--- config.mk ---
export PLATFORM = sky130hd
export DESIGN_NAME = div16s_by_8u
export DESIGN_NICKNAME = d
export VERILOG_FILES = /design/src/rtl/div16s_by_8u_pkg.sv /design/src/rtl/div16s_by_8u_step.sv /design/src/rtl/div16s_by_8u.sv
export SDC_FILE = /design/constraint.sdc
export NUM_CORES = 1
export LEC_CHECK = 0
export CORE_MARGIN = 2
export CORE_UTILIZATION = 50
export CTS_CLUSTER_DIAMETER = 150
export DETAILED_ROUTE_END_ITERATION = 16
export PLACE_DENSITY_LB_ADDON = 0.2
export SYNTH_ARGS = -nofsm -noshare
export SYNTH_HDL_FRONTEND = slang
export SYNTH_SLANG_ARGS = --single-unit
--- constraint.sdc ---
create_clock -name clk -period 2.11 [get_ports clk]
set_input_delay 0.422 -clock clk [delete_from_list [all_inputs] [get_ports clk]]
set_output_delay 0.422 -clock clk [all_outputs]
set_load 0.02 [all_outputs]
--- src/rtl/div16s_by_8u_pkg.sv ---
// Shared encodings and default widths for the signed-dividend / unsigned-divisor divider.
// The multiplier in the same datapath uses the same default widths.
package div16s_by_8u_pkg;
    localparam int NW_DEF = 16;
    localparam int DW_DEF = 8;

    localparam logic [2:0] S_IDLE = 3'd0;
    localparam logic [2:0] S_LOAD = 3'd1;
    localparam logic [2:0] S_DIV  = 3'd2;
    localparam logic [2:0] S_SIGN = 3'd3;
    localparam logic [2:0] S_DONE = 3'd4;
endpackage

--- src/rtl/div16s_by_8u_step.sv ---
// One restoring division iteration: shift in the next dividend bit, subtract the divisor if it fits.
module div16s_by_8u_step #(
    parameter int DW = 8
) (
    input  logic [DW:0]   rem_in,
    input  logic          n_bit,
    input  logic [DW-1:0] divisor,
    output logic [DW:0]   rem_out,
    output logic          q_bit
);
    // rem_in < divisor always holds, so the shifted value never exceeds DW+1 significant bits.
    logic [DW+1:0] sh;
    logic [DW:0]   diff;

    always_comb begin
        sh      = {rem_in, n_bit};
        q_bit   = (sh >= {2'b00, divisor});
        diff    = sh[DW:0] - {1'b0, divisor};
        rem_out = q_bit ? diff : sh[DW:0];
    end
endmodule

--- src/rtl/div16s_by_8u.sv ---
// Sequential signed/unsigned divider: |dividend| is divided MSB-first with one restoring step per
// cycle, then the dividend sign is applied to both quotient and remainder.
module div16s_by_8u
    import div16s_by_8u_pkg::*;
#(
    parameter int NW = NW_DEF,
    parameter int DW = DW_DEF
) (
    input  logic          clk,
    input  logic          rst_n,
    input  logic          in_valid,
    output logic          in_ready,
    input  logic [NW-1:0] dividend,
    input  logic [DW-1:0] divisor,
    output logic          out_valid,
    input  logic          out_ready,
    output logic [NW-1:0] quotient,
    output logic [DW:0]   remainder,
    output logic          dbz
);
    localparam int CW = $clog2(NW);

    logic [2:0]    state;
    logic [CW-1:0] cnt;
    logic [NW-1:0] nreg;     // dividend, shifted out MSB-first while quotient bits shift in
    logic [DW:0]   rem_r;
    logic [DW-1:0] dvs_r;
    logic          neg_r;
    logic [DW:0]   rem_nxt;
    logic          q_bit;

    assign in_ready  = (state == S_IDLE);
    assign out_valid = (state == S_DONE);

    div16s_by_8u_step #(.DW(DW)) u_step (
        .rem_in  (rem_r),
        .n_bit   (nreg[NW-1]),
        .divisor (dvs_r),
        .rem_out (rem_nxt),
        .q_bit   (q_bit)
    );

    always_ff @(posedge clk or negedge rst_n) begin
        if (!rst_n) begin
            state     <= S_IDLE;
            cnt       <= '0;
            nreg      <= '0;
            rem_r     <= '0;
            dvs_r     <= '0;
            neg_r     <= 1'b0;
            quotient  <= '0;
            remainder <= '0;
            dbz       <= 1'b0;
        end else begin
            case (state)
                S_IDLE: if (in_valid) begin
                    nreg  <= dividend;
                    dvs_r <= divisor;
                    state <= S_LOAD;
                end
                S_LOAD: begin
                    // -2^(NW-1) negates to itself, which is the correct unsigned magnitude.
                    nreg  <= nreg[NW-1] ? -nreg : nreg;
                    neg_r <= nreg[NW-1];
                    rem_r <= '0;
                    cnt   <= '0;
                    if (dvs_r == '0) begin
                        quotient  <= '0;
                        remainder <= '0;
                        dbz       <= 1'b1;
                        state     <= S_DONE;
                    end else begin
                        state <= S_DIV;
                    end
                end
                S_DIV: begin
                    rem_r <= rem_nxt;
                    nreg  <= {nreg[NW-2:0], q_bit};
                    cnt   <= cnt + 1'b1;
                    if (cnt == CW'(NW-1))
                        state <= S_SIGN;
                end
                S_SIGN: begin
                    quotient  <= neg_r ? -nreg  : nreg;
                    remainder <= neg_r ? -rem_r : rem_r;
                    dbz       <= 1'b0;
                    state     <= S_DONE;
                end
                S_DONE: if (out_ready) state <= S_IDLE;
                default: state <= S_IDLE;
            endcase
        end
    end
endmodule

==> results of run 1 <==
## cells by family (layout without fill, tap and decap cells)
kind of cell,count (synthesis),in the layout,synth area share [%]
fa+ha+maj,13,13,4.30
flops,67,67,42.4
buf+inv,49,125,5.35
xor+xnor,25,25,5.54
simple gates,150,150,18.4
compound gates,142,142,22.2
mux,7,7,1.80
## path summary, 6_finish.rpt
check	endpoint	slack (ns)	cells past startpoint
max in group asynchronous	cnt[3]	1.75	2
min in group clk	remainder[2]	0.48	2
max	rem_r[2]	0.04	10
min	remainder[4]	0.07	2
min reg2reg	remainder[2]	0.48	2
max reg2reg	rem_r[2]	0.04	10
## synth_stat cells, types with 3 or more instances
library cell / instances / share of area [%]
a21o_1: 6 / 1.1
a21oi_1: 17 / 2.2
a221oi_1: 5 / 1.1
a222oi_1: 6 / 1.5
a22o_1: 5 / 1.1
a22oi_1: 3 / 0.57
a32oi_1: 3 / 0.66
buf_2: 4 / 0.51
buf_6: 3 / 0.85
clkbuf_1: 22 / 2.1
dfrtp_1: 67 / 42
ha_1: 12 / 3.8
inv_1: 19 / 1.8
mux2i_1: 6 / 1.5
nand2_1: 69 / 6.6
nand2b_1: 6 / 0.95
nand3_1: 9 / 1.1
nand4_1: 5 / 0.79
nor2_1: 24 / 2.3
nor2b_1: 7 / 1.1
nor3_1: 10 / 1.3
nor3b_1: 3 / 0.57
o21ai_0: 74 / 9.4
o2bb2ai_1: 3 / 0.66
o31ai_1: 10 / 1.9
xnor2_1: 5 / 1.1
xor2_1: 20 / 4.4
## power by group through the flow
stage,sequential [mW],combinational (mW),clock [mW]
2_1_floorplan,2.53,3.27,0
3_3_place_gp,2.36,4.95,0
3_5_place_dp,2.39,5.09,0
4_1_cts,2.36,5.21,1.11
5_1_grt,2.48,6.04,1.19
6_report,2.41,5.47,1.10
## state kept, by name (all words and copies together) (netlist names)
register and cells:
cnt 4, neg_r 1, rem_r 9, quotient 16, dvs_r 8, nreg 16
state 3, dbz 1, remainder 9
## metal layers
metal | global-route usage [%] | vias up | part of all wire (%)
li1 | - | 1755 | -
met1 | 34.9 | 1720 | 46
met2 | 35.3 | 142 | 46
met3 | 3.25 | 17 | 6.0
met4 | 11.0 | 0 | 2.3
met5 | 0 | - | 0
## per-stage QoR
stage / power (mW) / util, % / hold WS [ns] / instances / setup WS [ns]
floorplan: 5.80 / - / 0.126 / 453 / 0.00627
global placement: 7.31 / 61.9 / 0.461 / 612 / 0.0709
detailed placement: 7.48 / 61.9 / 0.467 / 612 / -0.0115
CTS: 8.69 / 64.8 / 0.0876 / 630 / -0.00725
global route: 9.72 / 65.9 / 0.0944 / 631 / -0.0504
finish: 8.98 / 65.9 / 0.0743 / 631 / 0.0359
## worst register-to-register path, stage by stage, from the launching register on
cell and delay, ns:
dfrtp_1 0.40, inv_2 0.09, ha_4 0.14, inv_2 0.04
fa_2 0.38, nand3_4 0.09, a31oi_4 0.09, nor4_4 0.25
buf_4 0.20, mux2i_1 0.18, a22o_1 0.14
## repair_timing
| item | 4_1_cts | 5_1_grt |
|---|---|---|
| pin swaps | 1 | 4 |
| cloned | 1 | 0 |
| resized for setup | 3 | 21 |
| setup buffers | 1 | 2 |
| setup endpoints to repair | 8 | 15 |
## cell type report
class	instances	area share (%)
well taps	102	2.52
clock inverters	6	1.28
flip-flops and latches	67	33.1
repair buffers	90	16.5
multi-input cells	337	42.5
clock buffers	10	2.72
inverters	19	1.41
==> metrics.md, run 1 <==
| Metric | Value |
|---|---|
| Synth unique cells | `52` |
| Share of layout cells above drive strength 1 | `13.4%` |
| Main synth FF type | `dfrtp_1` |
| Hold WC Path Type | `in2async` |
| Critical Path Max Stage Delay | `~0.4 ns` |
| Fin crit period | `2.07 ns` |
| Number of buffers created by CTS | `9` |
| Routability cong. | `0.901` |
| # diodes | `0` |
| DR WL/cell | `15.8 µm` |
| Io pins | `56` |
| Sw Share | `45.7%` |
| Die Span Y | `92.9 µm` |
| Clock Skews | `0.00654 ns` |
| Multi-input logic area | `2150 µm²` |
| Peak supply drop | `approximately 1.0 mV` |
| Skew-Pair Late Insertion Delay | `0.36 ns` |
| # rows | `32` |
| Flop pwr share | `26.8%` |
| Crit start category | `register` |
| Total number of vias | `3634` |
| EDFF count, synth | `0` |
| Clock sink count | `67` |
| Synth Register Bits | `67` |
| Slew Viols, Final | `0` |
| Worst slew pin tran | `0.594 ns` |
| Vias per cell | `roughly 5.8` |
| Port Buffers | `55` |
| Setup TNS | `0 ns` |
| Pleak | `2.25 nW` |
| Synth Instances | `453` |
| Comb power frac | `60.9%` |
| Pwr/cell area | `1770 nW/µm²` |
| FILL cells | `660` |
| Final Cell Area | `5070 µm²` |
| Clk slew on worst S/H paths | `approximately 0.08 ns` |
| Storage cell area | `1680 µm²` |
| DP HPWL | `6710 µm` |
| Final hold violation count | `0` |
| Overflow after GRT | `0` |
| Status | `complete, no violations` |
| Nets@finish | `565` |
| Root buffer cell | `clkbuf_8` |
| Initial Util | `between 50% and 60%` |
| WP buf/inv | `3` |
| Core box area | `roughly 7700 µm²` |
| Vias in the first global route | `3344` |
| Syn Nets | `slightly below 500` |
| DR pass1 iterations | `5` |
| Critical path, cell by cell | `inv_2, ha_4, inv_2, fa_2, nand3_4, a31oi_4, nor4_4, buf_4, mux2i_1, a22o_1` |
| Cell mode on critical path | `inv_2` |
| DRT iter0 DRCs | `about 340` |
| Final setup vio count | `0` |
| Post-Place Cell Area | `approximately 4800 µm²` |
| Sw Pwr | `4.11 mW` |
| GRT Util Overall | `23.9%` |
| FF-to-FF Start | `nreg[15]` |
| Die width | `92.9 µm` |
| FMAX | `between 400 and 500 MHz` |
| Worst setup EP type | `register` |
| Detailed-route DRC error count | `0` |
| First-pass GRT wire length | `16300 µm` |
| CTS tree | `done` |
| Hold-fix buffers, CTS | `0` |
| Slew margin rel. | `60.4%` |
| Final period util | `98.3%` |
| CP arrival | `about 2.4 ns` |
| DIE AREA | `around 8600 µm²` |
| CP Launch Point | `nreg[15]` |
| Internal power | `4.87 mW` |
| Area Overhead vs Synth | `28.2%` |
| Crit Path Class | `reg2reg` |
| Mapped cell area | `3950 µm²` |
| Worst path top cell family by delay | `adder cells` |
| Clk network pwr share | `12.3%` |
| Max FO, Critical Path | `5` |
| Max cap viols | `0` |
| Worst Path Required | `around 2.4 ns` |
| Seq/Total Area, Yosys | `42.4%` |
| Critical path's slowest cell | `dfrtp_1` |
| Antenna-violating nets left | `0` |
| Clock H-tree levels | `3` |
| Ys async rst share | `100%` |
| Most frequent cells in the layout | `nand2_1, o21ai_0, dfrtp_1, clkdlybuf4s50_1, buf_4` |
| Initial antenna violation count | `0` |
| Pin count of the biggest net entering global routing | `68` |
| Clock buffer depth | `2` |
| Final WL | `9980 µm` |
| Syn. warnings | `0` |
| Post-Syn Area per Cell | `a little under 9 µm²` |
(Power assumes the default switching activity.)
==> run 2, diff against run 1 <==
CORE_UTILIZATION = 58   (was 50)
DONT_BUFFER_PORTS = 1   (was unset)
==> run 2 against run 1 <==
Compared with the run above: critical path type unchanged; final cell count shrank 12%; the flow now finishes with violations (negative setup slack); largest power group unchanged; clock skew grew 0.0044 ns; critical path depth stayed put.
==> metrics.md, run 2 (synthesis gave the netlist of run 1 again) <==
| Metric | Value |
|---|---|
| Status | `finished, violations left` |
| DR WL met2 | `4380 µm` |
| Clk slew on worst S/H paths | `0.07 ns` |
| Comb power frac | `55.5%` |
| # rows | `30` |
| FILL cells | `546` |
| # diodes | `0` |
| Flop pwr share | `a little under a third` |
| Routability cong. | `~0.87` |
| Pwr/cell area | `about 1900 nW/µm²` |
| Slew margin rel. | `50.9%` |
| DP Cell Count | `between 500 and 600` |
| Min Hold Slack | `0.191 ns` |
| Met1 wire length | `4520 µm` |
| Final hold violation count | `0` |
| Total number of vias | `3448` |
| Io pins | `56` |
| R2R Path End | `rem_r[2]` |
| Violated checks | `negative setup slack` |
| Max cap viols | `0` |
| DR top layer | `met4` |
| Pin count of the biggest net entering global routing | `68` |
| Cell depth of the worst setup path | `10` |
| Slew Viols, Final | `0` |
| Vias per cell | `approximately 6.2` |
| FF-to-FF Start | `nreg[15]` |
| Die width | `86.6 µm` |
| Number of buffers created by CTS | `9` |
| Overflow after GRT | `0` |
| Nets@finish | `513` |
| Max FO, Critical Path | `6` |
| WP buf/inv | `3` |
| DR WL/cell | `17.4 µm` |
| Post-route setup slack | `-0.00709 ns` |
| Final core occ | `68.5%` |
| Root buffer cell | `clkbuf_8` |
| Final Power | `around 8.7 mW` |
| Final WL | `a little under 10000 µm` |
| Worst slew pin tran | `between 0.7 and 0.8 ns` |
| Post-Place Cell Area | `4190 µm²` |
| Worst Setup EP | `rem_r[2]` |
| Final setup vio count | `1` |
| Critical path's slowest cell | `dfrtp_1` |
| Minimum setup slack among reg-to-reg paths | `-0.007 ns` |
| Port Buffers | `0` |
| DR pass1 iterations | `5` |
| DP HPWL | `6620 µm` |
| RSZ-0062 raised after global routing | `yes` |
| Peak supply drop | `roughly 1.2 mV` |
| FMAX | `472 MHz` |
| Critical Path Max Stage Delay | `0.40 ns` |
| Critical path, cell by cell | `inv_2, ha_4, inv_2, fa_2, nand3_2, a31oi_4, nor4_4, buf_6, mux2i_2, a22o_1` |
| Routed met3 length | `610 µm` |
| Initial Util | `59.2%` |
| Most frequent cells in the layout | `nand2_1, dfrtp_1, o21ai_0, buf_4, nor2_1` |
| DIE AREA | `7490 µm²` |
| Internal power | `4.70 mW` |
| Non-filler instance count after layout | `about 560` |
| Clock sink count | `67` |
| Share of layout cells above drive strength 1 | `between 15 and 20%` |
| CP arrival | `2.39 ns` |
| Die Span Y | `86.6 µm` |
| Sw Share | `46.2%` |
| First-pass GRT wire length | `15600 µm` |
| Crit Path Class | `reg2reg` |
| CTS tree | `done` |
| Most common cell after layout, fill and taps aside | `nand2_1` |
| Antenna-violating nets left | `0` |
| Worst path top cell family by delay | `adder cells` |
| Clock H-tree levels | `3` |
| Final Cell Area | `4580 µm²` |
| Regs by FF count | `nreg: 16 flops, quotient: 16 flops` |
| Worst setup EP type | `register` |
| Skew-Pair Late Insertion Delay | `approximately 0.34 ns` |
| Vias in the first global route | `3143` |
| Final period util | `100%` |
| DRT iter0 DRCs | `280` |
| R2R depth | `10` |
| Cell mode on critical path | `inv_2` |
| Sw Pwr | `4.04 mW` |
| CP Launch Point | `nreg[15]` |
| Area Overhead vs Synth | `15.7%` |
| Core box area | `6680 µm²` |
| Detailed-route DRC error count | `0` |
| Clock Skews | `between 0.01 and 0.015 ns` |
| Worst Path Required | `2.39 ns` |
| Initial antenna violation count | `0` |
| GRT Util Overall | `between 20% and 30%` |
| Crit start category | `register` |
| Fin crit period | `around 2.1 ns` |
| Hold WC Path Type | `in2reg` |
| Clk network pwr share | `around 14%` |
| Pleak | `between 2 and 2.5 nW` |
| Clock buffer depth | `2` |
## run 2: stage by stage
step                 TNS, ns  setup slack (ns)
floorplan                  0           0.00627
global placement           0            0.0629
detailed placement   -0.0151          -0.00986
CTS                        0            0.0197
global route          -0.745            -0.126
finish              -0.00709          -0.00709
## run 2: worst min path at each step
stage                     depth (start not counted)  startpoint            to  slack (ns)
after floorplan                                   0       rst_n        cnt[0]        0.13
after global placement                            0       rst_n  remainder[4]        0.13
final                                             1   out_ready      state[2]        0.19
after CTS                                         1   out_ready      state[2]        0.19
after global routing                              1   out_ready      state[2]        0.20
after detailed placement                          0       rst_n  remainder[6]        0.13
## run 2: power by group through the flow
| stage | combinational, mW | sequential (mW) | clock (mW) |
|---|---|---|---|
| 3_5_place_dp | 4.42 | 2.64 | 0 |
| 5_1_grt | 5.42 | 2.73 | 1.31 |
| 6_report | 4.85 | 2.66 | 1.23 |
| 2_1_floorplan | 3.27 | 2.53 | 0 |
| 4_1_cts | 4.56 | 2.64 | 1.24 |
| 3_3_place_gp | 4.28 | 2.62 | 0 |
## run 2: area by class of cell
cell class                 count  area, µm²  share of cell area [%]
sequential                    67       1680                    36.6
tap                           80        100                    2.19
clock buffer                  12        155                    3.39
clock inverter                 4       72.6                    1.59
inverter                      19       71.3                    1.56
multi-input combinational    337       2170                    47.3
timing repair buffer          38        334                    7.30
## run 2: routing by layer
layer,vias to the layer above,GRT usage [%]
met5,-,0
met4,0,8.81
met3,14,5.14
met2,125,38.5
met1,1646,39.9
li1,1663,-
## run 2: what timing repair did
item,in CTS,in global routing
cloned,1,0
hold buffers,2,0
pin swaps,1,8
resized for setup,5,25
hold endpoints to repair,67,0
buffers inserted,0,2
setup endpoints to repair,10,14
==> run 3, diff against run 2 <==
CORE_UTILIZATION = 50   (was 58)
DONT_BUFFER_PORTS = unset   (was 1)
clock period = 1.9 ns   (was 2.11 ns; I/O delays follow)
==> run 3 against run 2 <==
Compared with the run above: the flow still finishes with violations (negative setup slack); worst hold slack worse by 0.15 ns; critical path depth stayed put; via count up 11%; critical path type unchanged.
==> metrics.md, run 3 (synthesis gave the netlist of run 1 again) <==
| Metric | Value |
|---|---|
| Initial antenna violation count | `0` |
| Peak supply drop | `1.34 mV` |
| Status | `finished, violations left` |
| Core box area | `around 7700 µm²` |
| Violated checks | `negative setup slack` |
| Crit start category | `register` |
| DR pass1 iterations | `5` |
| WP buf/inv | `3` |
| Most frequent cells in the layout | `nand2_1, dfrtp_1, buf_4, o21ai_0, clkdlybuf4s50_1` |
| Skew-Pair Late Insertion Delay | `0.35 ns` |
| Port Buffers | `55` |
| Setup TNS | `-1.11 ns` |
| Worst setup EP type | `register` |
| CP Launch Point | `nreg[15]` |
| Most common cell after layout, fill and taps aside | `nand2_1` |
| Met2 Usage GRT | `39.7%` |
| Min Hold Slack | `0.0397 ns` |
| Slew Viols, Final | `0` |
| Pleak | `roughly 2.5 nW` |
| # diodes | `0` |
| Worst path top cell family by delay | `adder cells` |
| DRT iter0 DRCs | `around 270` |
| Regs by FF count | `nreg: 16 flops, quotient: 16 flops` |
| Vias per cell | `5.76` |
| Total number of vias | `~3800` |
| Cell mode on critical path | `inv_2` |
| First-pass GRT wire length | `17300 µm` |
| Area Overhead vs Synth | `40.5%` |
| FMAX | `around 500 MHz` |
| Clock H-tree levels | `3` |
| Global routing usage on met3 | `5.04%` |
| Post-route setup slack | `-0.115 ns` |
| Max FO, Critical Path | `5` |
| Final Cell Area | `5560 µm²` |
| CTS tree | `done` |
| Critical Path Max Stage Delay | `0.40 ns` |
| Max cap viols | `0` |
| Final WL | `10900 µm` |
| Nets@finish | `between 500 and 600` |
| Hold-fix buffers, CTS | `0` |
| Clk slew on worst S/H paths | `0.08 ns` |
| Clock sink count | `67` |
| Number of buffers created by CTS | `9` |
| Fin crit period | `2.02 ns` |
| Post-Place Setup Slack | `-0.121 ns` |
| Share of layout cells above drive strength 1 | `21.2%` |
| Clock buffer depth | `2` |
| Antenna-violating nets left | `0` |
| # rows | `32` |
| Worst slew pin tran | `between 0.3 and 0.4 ns` |
| Detailed-route DRC error count | `0` |
| Final hold violation count | `0` |
| Pin count of the biggest net entering global routing | `slightly below 70` |
| Pwr/cell area | `just over 2000 nW/µm²` |
| Slew margin rel. | `74.2%` |
| DP HPWL | `7180 µm` |
| GRT met1 Usage | `a little over a third` |
| CP arrival | `2.25 ns` |
| Clock Skews | `0.00721 ns` |
| Final period util | `106%` |
| DR WL/cell | `16.4 µm` |
| Critical path, cell by cell | `inv_2, ha_4, inv_2, fa_2, nand3_2, a31oi_2, nor4_2, buf_4, mux2i_1, o21ai_1` |
| Initial Util | `a little over 50%` |
| GRT Util Overall | `approximately a quarter` |
| Gr busiest metal | `met2` |
| Hold WC Path Type | `in2async` |
| DIE AREA | `8640 µm²` |
| Crit Path Class | `reg2reg` |
| Worst Path Required | `2.13 ns` |
| Routability cong. | `0.905` |
| Final setup vio count | `31` |
| Root buffer cell | `clkbuf_8` |
| FF-to-FF Start | `nreg[15]` |
| Die Span Y | `a little over 90 µm` |
| Final Power | `between 10 and 15 mW` |
| Overflow after GRT | `0` |
| Post-Place Cell Area | `5010 µm²` |
| Io pins | `56` |
| RSZ-0062 raised after global routing | `yes` |
| Critical path's slowest cell | `dfrtp_1` |
| Die width | `between 90 and 100 µm` |
| Vias in the first global route | `3579` |
## run 3: report_power, final
part,switching (mW),internal (mW),leakage (nW),total [mW]
clock network,0.587,1.04,0.133,1.63
logic,3.66,3.26,1.51,6.91
registers,0.594,2.07,0.850,2.66
## run 3: worst register-to-register path, cell delays in order, from the launching register on
cell,delay (ns)
dfrtp_1,0.40
inv_2,0.08
ha_4,0.13
inv_2,0.03
fa_2,0.34
nand3_2,0.08
a31oi_2,0.09
nor4_2,0.26
buf_4,0.20
mux2i_1,0.21
o21ai_1,0.07
## run 3: metrics by stage
stage,cells,util [%]
2_1_floorplan,453,-
3_3_place_gp,638,65.2
3_5_place_dp,638,65.2
4_1_cts,658,70.2
5_1_grt,664,72.3
6_report,664,72.3
## run 3: layout make-up
class | count | area [µm²]
clock buffer | 10 | 138
multi-input combinational | 337 | 2240
inverter | 19 | 71.3
fill | 575 | 2130
clock inverter | 6 | 136
sequential | 67 | 1680
tap | 102 | 128
timing repair buffer | 123 | 1170
## run 3: timing repair
item                       4_1_cts  5_1_grt
setup endpoints to repair       16       43
pin swaps                        8       10
gates cloned                     1        3
buffers inserted                 3        4
gates resized for setup         29       27
## run 3: path summary, 6_finish.rpt
check	endpoint	cells past startpoint	slack, ns
worst max-delay path	rem_r[1]	10	-0.12
worst min-delay path	remainder[2]	2	0.04
worst max register to register	rem_r[1]	10	-0.12
worst min register to register	quotient[9]	2	0.48
max in group asynchronous	state[1]	2	1.55
min in group clk	quotient[9]	2	0.48
## run 3: routing by layer
layer / routed length (µm) / share of wire [%]
met5: 0 / 0
met4: 216 / 2.0
met3: 653 / 6.0
met2: 5150 / 47
met1: 4880 / 45
